<file path="src/rtl/memory_controller_pkg.sv">
// Shared definitions for the memory controller slice.
//   state_t  : controller FSM states (IDLE -> ACCESS -> RESPOND -> IDLE)
//   grant_t  : which L1 owns the current transaction
//   IO_BASE_DEFAULT : first uncacheable (MMIO) byte address
package memory_pkg;

    typedef enum logic [1:0] {
        ST_IDLE    = 2'd0,
        ST_ACCESS  = 2'd1,
        ST_RESPOND = 2'd2
    } state_t;

    typedef enum logic {
        GRANT_INSTR = 1'b0,
        GRANT_DATA  = 1'b1
    } grant_t;

    localparam logic [31:0] IO_BASE_DEFAULT = 32'h8000_0000;

endpackage

</file>
<file path="src/rtl/memory_controller_if.sv">
// Bus interfaces around the memory controller.
//   mem_l1_if  : instruction-side and data-side L1 miss/write paths.
//                master = the L1 caches, slave = the controller.
//   mem_ram_if : single-ported backing RAM.
//                master = the controller, slave = the RAM model.
//
// Handshake: *_request is a level held by the L1 until it sees the
// matching one-cycle *_ready pulse; address/write/data must stay stable
// while the request is high. The L1 drops the request by the cycle after
// ready; a request still high while the controller is idle starts a new
// transaction. *_read_data is valid from the ready pulse until the next
// read completes.
interface mem_l1_if;
    logic        i_request;
    logic [31:0] i_address;
    logic [31:0] i_read_data;
    logic        i_ready;
    logic        i_should_cache;

    logic        d_request;
    logic [31:0] d_address;
    logic        d_write;
    logic [31:0] d_write_data;
    logic [31:0] d_read_data;
    logic        d_ready;
    logic        d_should_cache;

    modport master (
        output i_request, i_address,
        input  i_read_data, i_ready, i_should_cache,
        output d_request, d_address, d_write, d_write_data,
        input  d_read_data, d_ready, d_should_cache
    );

    modport slave (
        input  i_request, i_address,
        output i_read_data, i_ready, i_should_cache,
        input  d_request, d_address, d_write, d_write_data,
        output d_read_data, d_ready, d_should_cache
    );
endinterface

interface mem_ram_if;
    logic [31:0] ram_address;
    logic [31:0] ram_write_data;
    logic        ram_read_enable;
    logic        ram_write_enable;
    logic [31:0] ram_read_data;

    modport master (
        output ram_address, ram_write_data, ram_read_enable, ram_write_enable,
        input  ram_read_data
    );

    modport slave (
        input  ram_address, ram_write_data, ram_read_enable, ram_write_enable,
        output ram_read_data
    );
endinterface

</file>
<file path="src/rtl/memory_controller_arbiter.sv">
// Two-way round-robin arbiter.
// Ports:
//   clock_i   : clock
//   reset_i   : synchronous active-high reset (last grant -> DATA, so the
//               instruction side wins the first tie)
//   req_i     : [0] instruction request, [1] data request
//   advance_i : a grant is being taken this cycle; remember who got it
//   grant_o   : one-hot grant, combinational from req_i and last grant
module rr_arbiter2
    import memory_pkg::*;
(
    input  logic       clock_i,
    input  logic       reset_i,
    input  logic [1:0] req_i,
    input  logic       advance_i,
    output logic [1:0] grant_o
);

    grant_t last_grant_q;
    grant_t last_grant_d;

    always_comb begin
        grant_o      = req_i;
        last_grant_d = last_grant_q;
        // On a tie the side that did not win last time takes the grant.
        if (req_i == 2'b11) begin
            grant_o = (last_grant_q == GRANT_DATA) ? 2'b01 : 2'b10;
        end
        if (advance_i && grant_o[1]) begin
            last_grant_d = GRANT_DATA;
        end else if (advance_i && grant_o[0]) begin
            last_grant_d = GRANT_INSTR;
        end
    end

    always_ff @(posedge clock_i) begin
        if (reset_i) begin
            last_grant_q <= GRANT_DATA;
        end else begin
            last_grant_q <= last_grant_d;
        end
    end

endmodule

</file>
<file path="src/rtl/memory_controller.sv">
// Memory controller: shares one single-ported RAM between the instruction
// and data L1s. Round-robin arbitration, fixed-latency RAM sequencing and a
// one-cycle ready pulse per transaction.
// Parameters:
//   MEM_LATENCY : RAM access cycles per transaction (>= 1)
//   IO_BASE     : addresses >= IO_BASE are uncacheable
// Ports:
//   clock       : single clock, all state on posedge
//   reset       : synchronous, active-high
//   l1          : mem_l1_if.slave  - both L1 request/response paths
//   ram         : mem_ram_if.master - backing RAM
//   dbg_state_o : current FSM state, for observation only
module memory_controller
    import memory_pkg::*;
#(
    parameter int unsigned MEM_LATENCY = 3,
    parameter logic [31:0] IO_BASE     = IO_BASE_DEFAULT
) (
    input  logic       clock,
    input  logic       reset,
    mem_l1_if.slave    l1,
    mem_ram_if.master  ram,
    output state_t     dbg_state_o
);

    // Counter reloads only in IDLE, so it never needs to hold more than
    // MEM_LATENCY-1.
    localparam int unsigned   CW         = $clog2(MEM_LATENCY + 1);
    localparam logic [CW-1:0] COUNT_INIT = CW'(MEM_LATENCY - 1);

    state_t        state_q;
    logic [CW-1:0] count_q;
    grant_t        grant_q;
    logic          is_write_q;
    logic [31:0]   addr_q;
    logic [31:0]   wdata_q;
    logic [31:0]   rdata_q;
    logic          i_ready_q;
    logic          d_ready_q;
    logic          read_en_q;
    logic          write_en_q;

    logic [1:0]    arb_grant;
    logic          arb_advance;

    assign arb_advance = (state_q == ST_IDLE);

    rr_arbiter2 u_arb (
        .clock_i   (clock),
        .reset_i   (reset),
        .req_i     ({l1.d_request, l1.i_request}),
        .advance_i (arb_advance),
        .grant_o   (arb_grant)
    );

    always_ff @(posedge clock) begin
        if (reset) begin
            state_q    <= ST_IDLE;
            count_q    <= '0;
            grant_q    <= GRANT_INSTR;
            is_write_q <= 1'b0;
            addr_q     <= '0;
            wdata_q    <= '0;
            rdata_q    <= '0;
            i_ready_q  <= 1'b0;
            d_ready_q  <= 1'b0;
            read_en_q  <= 1'b0;
            write_en_q <= 1'b0;
        end else begin
            i_ready_q  <= 1'b0;
            d_ready_q  <= 1'b0;
            write_en_q <= 1'b0;
            case (state_q)
                ST_IDLE: begin
                    if (arb_grant != 2'b00) begin
                        state_q <= ST_ACCESS;
                        count_q <= COUNT_INIT;
                        wdata_q <= l1.d_write_data;
                        if (arb_grant[1]) begin
                            grant_q    <= GRANT_DATA;
                            addr_q     <= l1.d_address;
                            is_write_q <= l1.d_write;
                            read_en_q  <= ~l1.d_write;
                            // With a one-cycle access the only ACCESS
                            // cycle is also the write cycle.
                            write_en_q <= l1.d_write && (COUNT_INIT == '0);
                        end else begin
                            grant_q    <= GRANT_INSTR;
                            addr_q     <= l1.i_address;
                            is_write_q <= 1'b0;
                            read_en_q  <= 1'b1;
                        end
                    end
                end
                ST_ACCESS: begin
                    if (count_q == '0) begin
                        if (!is_write_q) begin
                            rdata_q <= ram.ram_read_data;
                        end
                        read_en_q <= 1'b0;
                        i_ready_q <= (grant_q == GRANT_INSTR);
                        d_ready_q <= (grant_q == GRANT_DATA);
                        state_q   <= ST_RESPOND;
                    end else begin
                        count_q    <= count_q - CW'(1);
                        // Write strobe lands on the final ACCESS cycle, so
                        // a reset before then aborts the write entirely.
                        write_en_q <= is_write_q && (count_q == CW'(1));
                    end
                end
                ST_RESPOND: begin
                    state_q <= ST_IDLE;
                end
                default: begin
                    state_q <= ST_IDLE;
                end
            endcase
        end
    end

    // Strobes are forced low while reset is held, even before the first
    // reset edge clears the registers.
    assign ram.ram_address      = addr_q;
    assign ram.ram_write_data   = wdata_q;
    assign ram.ram_read_enable  = read_en_q & ~reset;
    assign ram.ram_write_enable = write_en_q & ~reset;

    assign l1.i_ready     = i_ready_q & ~reset;
    assign l1.d_ready     = d_ready_q & ~reset;
    assign l1.i_read_data = rdata_q;
    assign l1.d_read_data = rdata_q;

    assign l1.i_should_cache = (l1.i_address < IO_BASE);
    assign l1.d_should_cache = (l1.d_address < IO_BASE);

    assign dbg_state_o = state_q;

endmodule
</file>
<file path="src/flat_wrapper.sv">
// flat-port wrapper written by rule: the top's interface ports become plain ports
module memory_controller_flat import memory_pkg::*;
#(
    parameter int unsigned MEM_LATENCY = 3,
    parameter logic [31:0] IO_BASE     = IO_BASE_DEFAULT
)
  (clock, reset, dbg_state_o, l1_i_request, l1_i_address, l1_i_read_data, l1_i_ready, l1_i_should_cache, l1_d_request, l1_d_address, l1_d_write, l1_d_write_data, l1_d_read_data, l1_d_ready, l1_d_should_cache, ram_ram_address, ram_ram_write_data, ram_ram_read_enable, ram_ram_write_enable, ram_ram_read_data);
  mem_l1_if l1_i ();
  mem_ram_if ram_i ();
  input  logic clock;
  input  logic reset;
  output state_t dbg_state_o;
  input wire logic [$bits(l1_i.i_request)-1:0] l1_i_request;
  input wire logic [$bits(l1_i.i_address)-1:0] l1_i_address;
  output wire logic [$bits(l1_i.i_read_data)-1:0] l1_i_read_data;
  output wire logic [$bits(l1_i.i_ready)-1:0] l1_i_ready;
  output wire logic [$bits(l1_i.i_should_cache)-1:0] l1_i_should_cache;
  input wire logic [$bits(l1_i.d_request)-1:0] l1_d_request;
  input wire logic [$bits(l1_i.d_address)-1:0] l1_d_address;
  input wire logic [$bits(l1_i.d_write)-1:0] l1_d_write;
  input wire logic [$bits(l1_i.d_write_data)-1:0] l1_d_write_data;
  output wire logic [$bits(l1_i.d_read_data)-1:0] l1_d_read_data;
  output wire logic [$bits(l1_i.d_ready)-1:0] l1_d_ready;
  output wire logic [$bits(l1_i.d_should_cache)-1:0] l1_d_should_cache;
  output wire logic [$bits(ram_i.ram_address)-1:0] ram_ram_address;
  output wire logic [$bits(ram_i.ram_write_data)-1:0] ram_ram_write_data;
  output wire logic [$bits(ram_i.ram_read_enable)-1:0] ram_ram_read_enable;
  output wire logic [$bits(ram_i.ram_write_enable)-1:0] ram_ram_write_enable;
  input wire logic [$bits(ram_i.ram_read_data)-1:0] ram_ram_read_data;
  assign l1_i.i_request = l1_i_request;
  assign l1_i.i_address = l1_i_address;
  assign l1_i_read_data = l1_i.i_read_data;
  assign l1_i_ready = l1_i.i_ready;
  assign l1_i_should_cache = l1_i.i_should_cache;
  assign l1_i.d_request = l1_d_request;
  assign l1_i.d_address = l1_d_address;
  assign l1_i.d_write = l1_d_write;
  assign l1_i.d_write_data = l1_d_write_data;
  assign l1_d_read_data = l1_i.d_read_data;
  assign l1_d_ready = l1_i.d_ready;
  assign l1_d_should_cache = l1_i.d_should_cache;
  assign ram_ram_address = ram_i.ram_address;
  assign ram_ram_write_data = ram_i.ram_write_data;
  assign ram_ram_read_enable = ram_i.ram_read_enable;
  assign ram_ram_write_enable = ram_i.ram_write_enable;
  assign ram_i.ram_read_data = ram_ram_read_data;
  memory_controller #(.MEM_LATENCY(MEM_LATENCY), .IO_BASE(IO_BASE)) u_core (.clock(clock), .reset(reset), .l1(l1_i), .ram(ram_i), .dbg_state_o(dbg_state_o));
endmodule
</file>
<file path="config.mk">
export PLATFORM = sky130hd
export DESIGN_NAME = memory_controller_flat
export DESIGN_NICKNAME = d
export VERILOG_FILES = /design/src/rtl/memory_controller_pkg.sv /design/src/rtl/memory_controller_if.sv /design/src/rtl/memory_controller_arbiter.sv /design/src/rtl/memory_controller.sv /design/src/flat_wrapper.sv
export SDC_FILE = /design/constraint.sdc
export NUM_CORES = 1
export LEC_CHECK = 0
export CAP_MARGIN = 30
export CORE_AREA = 4 4 103 105
export DETAILED_ROUTE_END_ITERATION = 8
export DIE_AREA = 0 0 107 109
export DONT_BUFFER_PORTS = 1
export PLACE_DENSITY = 0.73
export SLEW_MARGIN = 20
export SYNTH_ARGS = -nofsm -noshare
export SYNTH_HDL_FRONTEND = slang
export SYNTH_HIERARCHICAL = 1
export SYNTH_SLANG_ARGS = --single-unit
</file>
<file path="constraint.sdc">
create_clock -name clock -period 1.8 [get_ports clock]
set_input_delay 0.18 -clock clock [delete_from_list [all_inputs] [get_ports clock]]
set_output_delay 0.18 -clock clock [all_outputs]
set_load 0.02 [all_outputs]
</file>
==> impl_results.md <==
* Status: finished with violations
* Failing checks: negative hold slack
* Number of global-route vias before repair at 3364
* Post-route ant nets at 0
* Yosys top cell area share at 0.4547
* Top post-synthesis cells by count: dfxtp_1, a21oi_1, nand2_1
* Syn nets at 660
* Kind of critical path: reg2reg
* ANT cells at 0
* Crit path capture type: register
* GP Congestion at 0.7850
* CTS sink count at 107
* CP max stage delay at 0.59 ns
* Yosys reg bits at around 110
* Fin crit share at 0.8923
* Placed cell count at 588
* Post-synth top area cell: dfxtp_1
* Iteration-0 DRC Markers at between 200 and 300
* Fraction of layout instances using a drive strength above 1 at 0.1247
* FMAX at 622.6 MHz
* Clock period minus worst slack at roughly 1.6 ns
* Worst path depth at 5
* First-pass GRT wire length at 17510 microns
* Drt pass-1 iters at 4
* Area delta synth->final at -0.2923%
* Vias per cell at around 5.8
* Netlist cell types at 38
* Placeable core area at 0.009639 sq mm
* CP max stage cell: dlygate4sd3_1
* CTS Hold Buffers Added at 2
* Post-synth ARST share at 0
* Reg2Reg Depth at 5
* Number of flops mapped to enable cells by yosys at 0
* YS warnings at 6
* Inserted Clock Buffers at 9
* Starting density of the core at 0.4887
* Pwr per Cell Area at about 1200 mW/mm^2
* Total Nets Final at 604
* MaxCap Viol Count at 0
* Crit path arrival time at 1.92 ns
* Worst R2R Start: u_core/dbg_state_o[0]
* # fillers at 933
* FP Rows at 36
* Mapped Area at around 0.0047 sq mm
* Worst reg-to-reg setup slack at 0.19 ns
* Total Routing Usage GR at 0.1884
* Count leader, synth: dfxtp_1
* Final setup vio count at 0
* Largest cells by area after synthesis: dfxtp_1, a21oi_1, mux2i_1
* Max Root-Sink Buffers at 2
* Worst R2R End: u_core/i_ready_q
* Initial antenna violation count at 0
* Die Area at 0.01166 sq mm
* H-tree depth at 3
* Drt total wl at 11690 microns
* Most used DFF post-synth: dfxtp_1
* Final Hold Vio Count at 101
* CP delay by family, top: buffers and inverters
* Setup crit start: u_core/dbg_state_o[0]
* Worst Max-Slew Pin Slew at between 0.4 and 0.5 ns
* Non-Filler Instances at 606
* Hold_ws at -0.1423 ns
* Leakage at 1.657 nW
* Clock root cell: clkbuf_8
* Hold Path Class: in2reg
* IO Pins at 269
* Pins Over Slew Limit at 0
* CTS clock-pin slew for the worst setup and hold paths at about 0.11 ns
* I/O Buffers at 0
* Congestion Overflow GR at 0
* Worst Path Max Fanout at 4
* Worst vdd ir at 0.5059 mV
* Synthesized instance count at 524
* Largest net degree at the start of global routing at around 110
* Cell Chain, Critical Path: buf_4, nor3b_2, dlygate4sd3_1, nand2_1, nor2_1
* Hpwl dp at 8354 microns
* Rel. slew slack at 0.6738
* Setup Buffers After CTS at 0
* Required time worst endpoint at 2.12 ns
* TNS Setup at 0 ns
* Overall die width at about 110 microns
* Vias at 3508
* Clock skew at between 0.015 and 0.02 ns
* Critical path buffers and inverters at 2
* Wire length per cell at 19.28 microns
* Avg Cell Area, Syn at about 9.0 sq um
* CP endpoint: u_core/i_ready_q
* Critical path launch point type: register
* Die Ht at 109 microns
* Clock latency on the worst-skew pair at 0.37 ns
* DRC Markers at 0
* CTS tree: yes
* RSZ-0062 raised after global routing: no
* Register area share after synthesis at 0.4547
-- sequential cells by signal (all words and copies together), names as in the netlist --
name                       cells
u_core/count_q                 2
u_core/d_ready_q               1
u_core/dbg_state_o             2
u_core/grant_q                 1
u_core/i_ready_q               1
u_core/is_write_q              1
u_core/l1.d_read_data         32
u_core/ram.ram_address        32
u_core/ram.ram_write_data     32
u_core/read_en_q               1
u_core/u_arb/last_grant_q      1
u_core/write_en_q              1
-- cells in the final DEF, fill, tap and decap left out, drive strengths merged --
cell type,count
inv,11
o31ai,1
o21ai,35
or2,2
and3,2
nor2b,3
ha,3
clkinv,1
dfxtp,107
o211a,1
mux2i,32
nand4bb,1
and4b,1
buf,11
clkinvlp,3
nor3b,1
nand2,67
or3b,1
and2,1
a21boi,2
a21oi,100
a31oi,2
clkbuf,11
nand3,33
a211oi,32
o21bai,1
nor2,4
o2111ai,1
and4bb,1
dlygate4sd3,2
-- repair_timing --
item / CTS / global route
setup endpoints to repair: 0 / 69
resized for setup: 0 / 4
hold endpoints to repair: 103 / 101
-- per-layer routing --
metal | vias up | wire length, microns | global-route usage
li1 | 1680 | - | -
met1 | 1615 | 4443 | 0.2108
met2 | 196 | 6075 | 0.3354
met3 | 17 | 955 | 0.05329
met4 | 0 | 211 | 0.08128
met5 | - | 0 | 0
-- cell families after synthesis --
logic type	after synthesis	synth area share
flops	107	0.4547
fa+ha+maj	3	0.007969
buf+inv	90	0.1243
mux	32	0.06800
simple gates	117	0.1256
compound gates	175	0.2194
-- through the flow --
step                      utilization  setup slack [ns]  cell area [sq um]  total power, mW
after floorplan                     -            0.3418               4711            4.141
after global placement         0.4646            0.1601               4478            4.163
after detailed placement       0.4646           0.06442               4478            4.215
after CTS                      0.4860           0.03899               4684            5.622
after global routing           0.4873           0.06123               4697            5.855
final                          0.4873            0.1939               4697            5.566
-- where the power goes --
group	internal (mW)	total [mW]	switching [mW]
clock	0.561	1.40	0.838
combinational	0.378	0.963	0.585
sequential	2.63	3.20	0.574
-- cell type report --
type                    count  area, sq um  share of cell area
flip-flops and latches    107         2142              0.4560
inverters                  10        42.54            0.009057
multi-input cells         327         2007              0.4273
well taps                 133        166.4             0.03543
clock buffers              11        141.4             0.03010
clock inverters             5        45.04            0.009590
repair buffers             13        152.6             0.03250
-- worst min-delay path by stage --
stage	startpoint	to	slack, ns	cells past startpoint
floorplan	reset	u_core/u_arb/last_grant_q	0.29	1
global placement	reset	u_core/ram.ram_write_data[8]	0.25	1
detailed placement	reset	u_core/ram.ram_write_data[8]	0.25	1
CTS	reset	u_core/ram.ram_write_data[8]	-0.17	1
global route	reset	u_core/ram.ram_write_data[13]	-0.17	1
finish	reset	u_core/ram.ram_write_data[8]	-0.14	1
Note: power is estimated with default switching activity, not from simulation.
